--- src/rtl/mem_access_ctrl.sv ---
// Data-memory access controller between EX/MEM and MEM/WB: stalls the pipe while a load/store
// waits for mem_ack. Define DMEM_TIMEOUT_EN to compile in the ACCESS watchdog and sticky err.
module mem_access_ctrl #(
  parameter int unsigned TIMEOUT_CYCLES = 15
) (
  input  logic        clk,
  input  logic        rst,
  input  logic        ex_valid,
  input  logic        ex_dm_we,
  input  logic        ex_dm_re,
  input  logic [15:0] ex_dm_addr,
  input  logic [31:0] ex_wdata,
  input  logic [31:0] ex_alu_res,
  input  logic [1:0]  ex_rf_d_sel,
  output logic        stall,
  output logic        mem_req,
  output logic        mem_we,
  output logic [15:0] mem_addr,
  output logic [31:0] mem_wdata,
  input  logic        mem_ack,
  input  logic [31:0] mem_rdata,
  output logic        wb_valid,
  output logic [31:0] wb_alu_res,
  output logic [31:0] wb_dm_q,
  output logic [1:0]  wb_rf_d_sel,
  output logic [15:0] stall_cnt,
  output logic        err
);

  typedef enum logic [0:0] {StIdle, StAccess} state_e;

  state_e      state_q, state_d;
  logic        we_q, we_d;
  logic [15:0] addr_q, addr_d;
  logic [31:0] wdata_q, wdata_d;
  logic [31:0] alu_q, alu_d;
  logic [1:0]  sel_q, sel_d;
  logic        wb_valid_q, wb_valid_d;
  logic [31:0] wb_alu_q, wb_alu_d;
  logic [31:0] wb_dq_q, wb_dq_d;
  logic [1:0]  wb_sel_q, wb_sel_d;
  logic [15:0] stall_cnt_q, stall_cnt_d;
  logic        timeout;

`ifdef DMEM_TIMEOUT_EN
  logic [31:0] wd_cnt_q, wd_cnt_d;
  logic        err_q, err_d;

  always_comb begin
    wd_cnt_d = wd_cnt_q;
    timeout  = 1'b0;
    // Held at zero in IDLE so every access starts counting from a clean slate.
    if (state_q == StIdle) begin
      wd_cnt_d = '0;
    end else if (!mem_ack) begin
      wd_cnt_d = wd_cnt_q + 32'd1;
      timeout  = (wd_cnt_d == TIMEOUT_CYCLES);
    end
    err_d = err_q | timeout;
  end

  always_ff @(posedge clk) begin
    if (rst) begin
      wd_cnt_q <= '0;
      err_q    <= 1'b0;
    end else begin
      wd_cnt_q <= wd_cnt_d;
      err_q    <= err_d;
    end
  end

  assign err = err_q;
`else
  logic unused_timeout_cycles;
  assign unused_timeout_cycles = ^TIMEOUT_CYCLES;
  assign timeout = 1'b0;
  assign err     = 1'b0;
`endif

  always_comb begin
    state_d     = state_q;
    we_d        = we_q;
    addr_d      = addr_q;
    wdata_d     = wdata_q;
    alu_d       = alu_q;
    sel_d       = sel_q;
    wb_valid_d  = 1'b0;
    wb_alu_d    = wb_alu_q;
    wb_dq_d     = wb_dq_q;
    wb_sel_d    = wb_sel_q;
    stall_cnt_d = stall_cnt_q;
    if (state_q == StAccess && stall_cnt_q != 16'hFFFF) begin
      stall_cnt_d = stall_cnt_q + 16'd1;
    end

    unique case (state_q)
      StIdle: begin
        if (ex_valid) begin
          if (ex_dm_we || ex_dm_re) begin
            state_d = StAccess;
            we_d    = ex_dm_we;  // we=re=1 is a store
            addr_d  = ex_dm_addr;
            wdata_d = ex_wdata;
            alu_d   = ex_alu_res;
            sel_d   = ex_rf_d_sel;
          end else begin
            wb_valid_d = 1'b1;
            wb_alu_d   = ex_alu_res;
            wb_sel_d   = ex_rf_d_sel;
            wb_dq_d    = '0;
          end
        end
      end
      StAccess: begin
        if (mem_ack || timeout) begin
          state_d    = StIdle;
          wb_valid_d = 1'b1;
          wb_alu_d   = alu_q;
          wb_sel_d   = sel_q;
          wb_dq_d    = (mem_ack && !we_q) ? mem_rdata : '0;
        end
      end
      default: state_d = StIdle;
    endcase
  end

  always_ff @(posedge clk) begin
    if (rst) begin
      state_q     <= StIdle;
      we_q        <= 1'b0;
      addr_q      <= '0;
      wdata_q     <= '0;
      alu_q       <= '0;
      sel_q       <= '0;
      wb_valid_q  <= 1'b0;
      wb_alu_q    <= '0;
      wb_dq_q     <= '0;
      wb_sel_q    <= '0;
      stall_cnt_q <= '0;
    end else begin
      state_q     <= state_d;
      we_q        <= we_d;
      addr_q      <= addr_d;
      wdata_q     <= wdata_d;
      alu_q       <= alu_d;
      sel_q       <= sel_d;
      wb_valid_q  <= wb_valid_d;
      wb_alu_q    <= wb_alu_d;
      wb_dq_q     <= wb_dq_d;
      wb_sel_q    <= wb_sel_d;
      stall_cnt_q <= stall_cnt_d;
    end
  end

  assign stall       = (state_q == StAccess);
  assign mem_req     = stall;
  assign mem_we      = stall & we_q;
  assign mem_addr    = addr_q;
  assign mem_wdata   = wdata_q;
  assign wb_valid    = wb_valid_q;
  assign wb_alu_res  = wb_alu_q;
  assign wb_dm_q     = wb_dq_q;
  assign wb_rf_d_sel = wb_sel_q;
  assign stall_cnt   = stall_cnt_q;

endmodule

--- config.mk ---
export PLATFORM = sky130hd
export DESIGN_NAME = mem_access_ctrl
export DESIGN_NICKNAME = d
export VERILOG_FILES = /design/src/rtl/mem_access_ctrl.sv
export SDC_FILE = /design/constraint.sdc
export NUM_CORES = 1
export LEC_CHECK = 0
export ABC_CLOCK_PERIOD_IN_PS = 1500
export CAP_MARGIN = 20
export CORE_ASPECT_RATIO = 1.1
export CORE_UTILIZATION = 39
export CTS_CLUSTER_DIAMETER = 150
export DETAILED_ROUTE_END_ITERATION = 6
export PLACE_DENSITY_LB_ADDON = 0.12
export SYNTH_ARGS = -nofsm -noshare
export SYNTH_HDL_FRONTEND = slang
export SYNTH_SLANG_ARGS = --single-unit
export TNS_END_PERCENT = 30
--- constraint.sdc ---
create_clock -name clk -period 1.5 [get_ports clk]
set_input_delay 0.45 -clock clk [delete_from_list [all_inputs] [get_ports clk]]
set_output_delay 0.45 -clock clk [all_outputs]
set_load 0.01 [all_outputs]
==> results of run 1 <==
## per-layer routing
| metal | share of wire (%) | wire length (um) |
|---|---|---|
| met2 | 49 | 9410 |
| met4 | 1.2 | 235 |
| met5 | 0 | 0 |
| met1 | 42 | 8010 |
| met3 | 8.5 | 1640 |
## cells in the final DEF (no fill, tap or decap), types with 3 or more instances in the layout
cell type        Yosys  final
dfxtp_2              0      5
a211oi_2             1     21
a21oi_1             88     86
buf_12               0     18
clkinv_2             0      3
nand2_1            170    170
clkdlybuf4s50_1      0    118
clkdlybuf4s15_2      0      3
dfxtp_1            167    149
nor2_4               0      3
nand3_1              7      5
clkdlybuf4s15_1      0     46
clkbuf_2             0     66
a211oi_1            37     17
buf_4                3     55
mux2i_1             35     35
buf_6                2     21
and4_4               1      3
nor2b_1              3      3
nor2_1              79     67
bufinv_16            0      3
dfxtp_4              0     13
xnor2_1              3      3
clkinv_4             0      3
a22oi_1             33     31
nor2_2               0      9
buf_8                0      5
nand4_1              5      5
buf_2               11     11
clkbuf_16            0     20
## through the flow
step	util (%)	total power (uW)	cell area, sq um	setup slack, ps
floorplan	-	5590	6420	-24.2
global placement	61.5	6620	9720	-421
detailed placement	61.5	6640	9720	-451
CTS	65.4	11000	10300	-94.6
global route	66.8	11600	10600	-188
finish	66.8	11100	10600	-136
## sequential cells by signal (all words and copies together) (netlist names)
| register | count |
|---|---|
| mem_req | 1 |
| wb_dm_q | 32 |
| wb_alu_res | 32 |
| sel_q | 2 |
| alu_q | 32 |
| mem_addr | 16 |
| stall_cnt | 16 |
| wb_valid | 1 |
| wb_rf_d_sel | 2 |
| mem_wdata | 32 |
| we_q | 1 |
## worst max-delay path: stages
cell,delay [ps]
clkdlybuf4s50_1,530
nand2b_4,70
o31ai_4,290
buf_12,180
buf_6,100
buf_8,120
nor2_1,60
a211oi_2,160
## power groups by stage
stage	combinational [uW]	sequential [uW]	clock, uW
5_1_grt	1960	4820	4780
3_3_place_gp	1730	4890	0
2_1_floorplan	623	4970	0
4_1_cts	1660	4780	4580
6_report	1810	4790	4490
3_5_place_dp	1740	4900	0
## kinds of logic after synthesis
logic type,after synthesis,share of synthesized area (%)
other,1,0.0590
adder cells (fa/ha/maj),1,0.197
multiplexers,37,5.87
AO/OA/AOI/OAI,173,17.4
flip-flops,167,52.6
AND/OR/NAND/NOR,285,19.1
XOR/XNOR,5,0.689
buffers and inverters,58,4.13
## cell type report
cell class	count	area, sq um	area share, %
flip-flops and latches	167	3400	32.2
repair buffers	348	3240	30.7
multi-input cells	502	3060	29.0
clock buffers	20	457	4.33
well taps	200	250	2.37
clock inverters	11	148	1.40
inverters	1	3.75	0.0356
## what timing repair did
| item | CTS | global route |
|---|---|---|
| endpoints found under the setup margin | 160 | 283 |
| setup buffers | 4 | 16 |
| gates resized for setup | 248 | 228 |
| pin swaps | 5 | 40 |
| hold buffers | 0 | 0 |
| cloned | 0 | 4 |
## path summary, 6_finish.rpt
| path | start | to | cells after the start |
|---|---|---|---|
| worst max-delay path | ex_valid | wb_alu_res[27] | 8 |
| worst min-delay path | rst | stall_cnt[10] | 2 |
| worst max register to register | mem_req | wb_alu_res[27] | 8 |
| worst min register to register | mem_addr[5] | mem_addr[5] | 2 |
==> results.md, run 1 <==
- Status: complete, but fails checks
- Failing checks: negative setup slack
- Initial drt markers: 255
- Worst Skew: ~6.8 ps
- Leakage: approximately 0.0042 uW
- EDFF count, synth: 0
- Setup violators final: 70
- Vias in the first global route: 5728
- Setup WS post-layout: -136 ps
- Sink Count: 167
- Max Clk Rate: around 600 MHz
- R2r setup slk: -120 ps
- Setup CP Type: in -> reg
- Final HPWL DP: 12.7 mm
- First-pass GRT wire length: between 20 and 30 mm
- WL final: 19.3 mm
- Skew-Pair Late Insertion Delay: 420 ps
- Area delta synth->final: 66.0%
- Final period util: 109%
- Total track usage: 22.0%
- Row Count: 48
- Cells after Synth: ~730
- Ant diodes: 0
- DRC violations left: 0
- Critical Path AT: 1970 ps
- Clk slew on worst S/H paths: 60 ps
- Layout Cells excl Fill: about 1200
- Period minus WS final: 1640 ps
- Synth async-reset ratio: 0%
- Logic pwr share: 16.3%
- Synth unique cells: 47
- Cell taking the most area after synthesis: dfxtp_1
- GR Layer Usage met3: 8.56%
- Post-Syn Area: 6360 sq um
- Min-Delay Path Class: in -> reg
- Peak supply drop: 0.737 mV
- Top Ports: around 260
- WL/cell: 15.4 um
- Largest net degree at the start of global routing: between 40 and 50
- Root Buffer Master: clkbuf_16
- P_sw: 2750 uW
- M2 GR Usage: 36.5%
- Syn_nets: ~850
- H-tree depth: 4
- Fin Hold WS: 401 ps
- Net Sw Frac: 24.8%
- Via Count: 6219
- RSZ-0062 raised after global routing: yes
- Setup_tns: -2760 ps
- M1 GR Usage: 26.4%
- Die area: 16800 sq um
- Fill count: 1322
- Critical-path maximum fanout: 7
- Initial Utilization: between 40% and 50%
- CTS tree: yes
- Pre-Repair DR Iteration Count: 6
- Syn_area_per_cell: 8.74 sq um
- Most frequent cells after synthesis: nand2_1 (170), dfxtp_1 (167), a21oi_1 (88)
- Dominant cells by area after synthesis: dfxtp_1 (53%), nand2_1 (10%), a21oi_1 (6.9%), mux2i_1 (5.5%), nor2_1 (4.7%)
- Setup crit start kind: input pin
- Share of cells above drive strength 1: 27.8%
- PortBufs: 253
- Nets@finish: between 1000 and 1500
- Grt peak-use layer: met2
- Hold Violations, Final: 0
- Placed cell count: 1196
- Reg power frac: 43.2%
- TritonCTS Buffers: 17
- Worst Path Required: between 1500 and 2000 ps
- Die Height: 136 um
- Antenna-violating nets left: 0
- Avg Vias per Cell: 4.98
- Max Cap Violations: 0
- GP Congestion: 0.782
- YS warnings: 0
- Most numerous cell in the Yosys netlist: nand2_1
- Seq cells post-synth: 167
- Sequential-to-total area share from yosys stat: 52.6%
- Chip width: 124 um
- Bufs on Longest Clock Path: 2
- Initial antenna violation count: 0
- Clock power share: 40.5%
- Floorplan core area: 15800 sq um
- GR Overflow Total: 0
- Top_reg_cell synth: dfxtp_1
- Final Slew Violations: 0
- Top-area cell type share of the netlist area: 52.6%
- Pint: 8330 uW
- PD cells: 1050 nW/um^2
- CP Capture Type: flop
Power figures use the tool's default switching activity.
==> inputs of run 2 (changes only) <==
- ABC_AREA: unset -> 1
==> run 2 against run 1 <==
The run now ends clean. Via count is 3.9% higher. Sequential cell count did not move. Sequential share of layout area is 2.1 points higher. Register-to-register slack better by 180 ps. Synthesized area grew 0.61%. Clock power is 2% lower. Routed wire length rose by 3.6%. Clock skew is 2.7 ps higher. Global-route usage shrank 0.42 points. Critical path type is now reg -> out. Highest routed layer unchanged.
==> results.md, run 2 <==
- Setup WS post-layout: between 10 and 15 ps
- Via Count: 6461
- Initial drt markers: 392
- Pre-Repair DR Iteration Count: 4
- Leakage: 0.00399 uW
- Top-area cell type share of the netlist area: 52.3%
- Commonest non-fill, non-tap cell in the layout: nor2_1
- Dominant cells by area after synthesis: dfxtp_1 (52%), nor2_1 (13%), nand2_1 (11%), o21ai_0 (9.0%), a31oi_1 (3.3%)
- Cells after Synth: 861
- EDFF count, synth: 0
- Seq cells post-synth: 167
- R2r setup slk: 60 ps
- Sink Count: 167
- Simple-Gate Fraction of Synth Area: 26.0%
- Hold path cells: 2
- Worst Skew: 9.49 ps
- CP Capture Type: output pin
- GR Overflow Total: 0
- PD cells: between 1000 and 1500 nW/um^2
- Critical Path AT: 1040 ps
- Row Count: 48
- Final HPWL DP: 12.7 mm
- GP Congestion: 0.818
- YS warnings: 0
- PortBufs: 253
- Largest net degree at the start of global routing: 83
- DRC violations left: 0
- CTS tree: yes
- Final period util: between 90 and 100%
- Max Cap Violations: 0
- Clk slew on worst S/H paths: 60 ps
- Setup crit start kind: flop
- Compound-Gate Fraction of Synth Area: 15.8%
- Pre-CTS setup slack: -475 ps
- Post-synthesis mux area share: 0%
- First-pass GRT wire length: between 20 and 30 mm
- Placed cell count: between 1000 and 1500
- Vias in the first global route: 5603
- Root Buffer Master: clkbuf_16
- Skew-Pair Late Insertion Delay: 420 ps
- Status: finished, final reports clean
- Fill count: between 1000 and 1500
- Min-Delay Path Class: reg -> reg
- Floorplan core area: 15900 sq um
- Die area: 16900 sq um
- Nets@finish: 1231
- Peak supply drop: 0.716 mV
- RSZ-0062 raised after global routing: yes
- Worst Path Required: 1050 ps
- Top Ports: between 200 and 300
- Final core occ: 61.8%
- Syn_nets: 982
- Layout Cells excl Fill: 1322
- Initial antenna violation count: 0
- Hold Violations, Final: 0
- WL/cell: 15.1 um
- Top_reg_cell synth: dfxtp_1
- Post-Syn Area: 6400 sq um
- Leading cell types in the layout, fill and taps excluded: nor2_1 (213), nand2_1 (179), dfxtp_1 (159), clkdlybuf4s50_1 (117), o21ai_0 (84)
- Post-route cell area: 9800 sq um
- Placement Cell Area: just over 9000 sq um
- Synth unique cells: 24
- Fin Hold WS: 459 ps
- Ant diodes: 0
- Sequential-to-total area share from yosys stat: 52.3%
- Synth async-reset ratio: 0%
- R2R depth: 8
- Antenna-violating nets left: 0
- Final Slew Violations: 0
- Max Clk Rate: roughly 670 MHz
- Area delta synth->final: 53.2%
- Die Height: 136 um
- Critical-path maximum fanout: 9
- Adder-Cell Fraction of Synth Area: 0.196%
- Cell taking the most area after synthesis: dfxtp_1
- Largest family of logic cells by synthesized area: simple AND/OR/NAND/NOR gates
- Setup CP Type: reg -> out
- H-tree depth: 4
- Most numerous cell in the Yosys netlist: nor2_1
- TritonCTS Buffers: 17
- WL final: about 20 mm
- Setup violators final: 0
- Total track usage: 21.6%
- Initial Utilization: 40.3%
- Syn_area_per_cell: approximately 7.4 sq um
- Chip width: roughly 120 um
- Avg Vias per Cell: a little under 5
- Share of cells above drive strength 1: between 10% and 20%
- Most frequent cells after synthesis: nor2_1 (214), nand2_1 (180), dfxtp_1 (167)
- Bufs on Longest Clock Path: 2
- XOR/XNOR Fraction of Synth Area: 0%
- Period minus WS final: 1490 ps
[run 2: cells by family (layout without fill, tap and decap cells)]
family	after synthesis	after routing
fa+ha+maj	1	1
buf+inv	77	338
compound gates	193	193
simple gates	422	422
other cells	1	1
flops	167	167
[run 2: final timing paths]
check | startpoint | end
setup / recovery | mem_req | mem_req
setup reg to reg | mem_req | alu_q[3]
hold / removal | wb_dm_q[4] | wb_dm_q[4]
hold reg to reg | wb_dm_q[4] | wb_dm_q[4]
[run 2: what timing repair did]
item	CTS	global route
cloned	0	5
pin swaps	0	3
resized for setup	217	167
setup endpoints to repair	137	233
hold buffers	0	0
setup buffers	0	1
[run 2: final cells by class]
cell class	count	area, sq um	share of cell area (%)
Clock buffer	23	468	4.78
Clock inverter	8	123	1.25
Inverter	17	66.3	0.677
Multi-Input combinational cell	617	2740	28.0
Sequential cell	167	3360	34.3
Tap cell	200	250	2.55
Timing Repair Buffer	290	2790	28.5
[run 2: routing by layer]
metal | GRT usage, % | routed length, um | vias to the layer above
li1 | - | - | 3280
met1 | 24.9 | 8460 | 2949
met2 | 36.9 | 9680 | 209
met3 | 6.96 | 1510 | 23
met4 | 7.67 | 337 | 0
met5 | 0 | 0 | -
[run 2: stage by stage]
stage / power, uW / TNS, ps
2_1_floorplan: 5720 / 0
3_3_place_gp: 6720 / -59130
4_1_cts: 11000 / -13.6
3_5_place_dp: 6740 / -58780
6_report: 11000 / 0
5_1_grt: 11500 / -749
[run 2: worst max-delay path: stages, from the launching register on]
cell	delay, ps
dfxtp_2	360
buf_12	130
buf_2	130
[run 2: power breakdown]
group / internal [uW] / switching [uW] / leakage [uW] / total (uW)
sequential: 4730 / 151 / 0.00138 / 4890
clock: 2690 / 1730 / 0.000279 / 4420
combinational: 846 / 861 / 0.00234 / 1710
==> inputs of run 3 (changes only) <==
- PLACE_DENSITY: unset -> 0.8
- PLACE_DENSITY_LB_ADDON: 0.12 -> unset
==> run 3 against run 2 <==
Clock skew decreased by 3.2 ps. Non-clock buffer count up 4. Global-route usage increased by 0.44 points. Core utilization grew 0.66 points. Cell count is 0.53% higher. Die area unchanged. Critical endpoint is now stall.
==> results.md, run 3 (synthesis gave the netlist of run 2 again) <==
- CP Capture Type: output pin
- Avg Vias per Cell: roughly 4.9
- Total track usage: 22.0%
- Die area: 16900 sq um
- GP Congestion: just under 0.8
- Final HPWL DP: 12.8 mm
- Top Ports: ~260
- Placed cell count: ~1300
- Worst stage delay on the critical path: 360 ps
- Hold Violations, Final: 0
- Chip width: 124 um
- Worst path cell trace: buf_12, buf_6
- Worst Skew: 6.33 ps
- Clk slew on worst S/H paths: approximately 60 ps
- Peak supply drop: 0.811 mV
- Max Clk Rate: 675 MHz
- Period minus WS final: 1480 ps
- Pwr Total: 11300 uW
- Final period util: between 90% and 100%
- Share of cells above drive strength 1: between 10% and 20%
- P_sw: 2760 uW
- Slowest-stage cell, CP: dfxtp_4
- Hold_buf cts: 0
- H-tree depth: 4
- Largest net degree at the start of global routing: 65
- Setup violators final: 0
- First-pass GRT wire length: 28.9 mm
- Initial antenna violation count: 1
- TritonCTS Buffers: 17
- Sink Count: 167
- WL/cell: 14.5 um
- Row Count: between 40 and 50
- Worst Path Required: 1050 ps
- Initial Utilization: between 40% and 50%
- Min-Delay Path Class: reg -> reg
- CP top delay family: flip-flops
- Critical Path AT: 1030 ps
- Floorplan core area: 15900 sq um
- Layout Cells excl Fill: 1329
- Setup crit start kind: flop
- Critical-path maximum fanout: 8
- Leakage: 0.00403 uW
- Pint: 8500 uW
- RSZ-0062 raised after global routing: yes
- Logic pwr share: 14.8%
- GR Overflow Total: 0
- Status: finished, final reports clean
- Net Sw Frac: roughly a quarter
- Nets@finish: 1236
- DRC violations left: 0
- Setup CP Type: reg -> out
- WL final: approximately 19 mm
- Reg power frac: 43.4%
- Commonest non-fill, non-tap cell in the layout: nor2_1
- Max Cap Violations: 0
- PortBufs: ~250
- Post-route cell area: 9900 sq um
- Placement Cell Area: 9300 sq um
- Bufs on Longest Clock Path: 2
- Skew-Pair Late Insertion Delay: roughly 420 ps
- Root Buffer Master: clkbuf_16
- Vias in the first global route: 5924
- PD cells: 1140 nW/um^2
- Fill count: 1399
- Pre-Repair DR Iteration Count: 5
- Die Height: 136 um
- Initial drt markers: 391
- Leading cell types in the layout, fill and taps excluded: nor2_1 (213), nand2_1 (180), dfxtp_1 (156), clkdlybuf4s50_1 (119), o21ai_0 (113)
- Clock power share: a little over two fifths
- Via Count: 6535
- Area delta synth->final: 54.8%
- Buf/Inv on CP: 2
- Final core occ: between 60% and 70%
- Antenna-violating nets left: 0
- CTS tree: yes
- Final Slew Violations: 0
[run 3: cell types whose count changed in the layout (fill, tap and decap cells not counted), moves of 3 or more]
cell / delta
o21ai_0: +29
clkdlybuf4s15_1: +8
dfxtp_1: -3
o21ai_1: -28
clkbuf_2: -9
buf_4: +8
buf_2: -4
clkinv_4: +3
[run 3: final cells by class]
class	instances	area, sq um	area share [%]
Inverter	17	67.6	0.682
Clock inverter	10	168	1.69
Sequential cell	167	3370	34.0
Timing Repair Buffer	294	2830	28.6
Tap cell	200	250	2.53
Multi-Input combinational cell	618	2740	27.7
Clock buffer	22	474	4.79
Antenna cell	1	2.50	0.0253
[run 3: power groups by stage]
stage | clock network, uW | registers, uW | logic (uW)
6_report | 4710 | 4890 | 1670
5_1_grt | 4990 | 4920 | 1830
4_1_cts | 4780 | 4880 | 1640
3_5_place_dp | 0 | 4980 | 1760
3_3_place_gp | 0 | 4980 | 1730
2_1_floorplan | 0 | 5070 | 648
[run 3: layer usage]
metal / part of all wire, % / track usage (%) / vias up
met5: 0 / 0 / -
met4: 2.3 / 9.19 / 0
met3: 7.6 / 5.75 / 36
met2: 49 / 38.4 / 251
met1: 41 / 25.1 / 2949
li1: - / - / 3299
[run 3: worst register-to-register path: stages (launching register included)]
cell	delay [ps]
dfxtp_4	360
buf_12	140
nor2_2	140
buf_4	140
o21ai_4	90
inv_4	140
buf_12	210
nor2_1	70
nor2_1	110
[run 3: path summary, 6_finish.rpt]
check	depth (start not counted)	slack, ps	end	start
worst min register to register	2	460	wb_dm_q[22]	wb_dm_q[22]
worst max register to register	8	40	mem_wdata[25]	mem_req
worst max-delay path	2	20	stall	mem_req
worst min-delay path	2	460	wb_dm_q[22]	wb_dm_q[22]
[run 3: timing repair]
item                                    4_1_cts  5_1_grt
endpoints found under the setup margin      139      219
resized for setup                           201      146
setup buffers                                 0        3
pin swaps                                     0        3
gates cloned                                  0        3
[run 3: per-stage QoR]
stage                     hold slack (ps)  TNS, ps  worst slack (ps)
after floorplan                       450        0              27.5
after CTS                             458        0            0.0577
after detailed placement              450   -55120              -421
final                                 459        0              19.4
after global placement                446   -53050              -380
after global routing                  476    -1260             -58.7
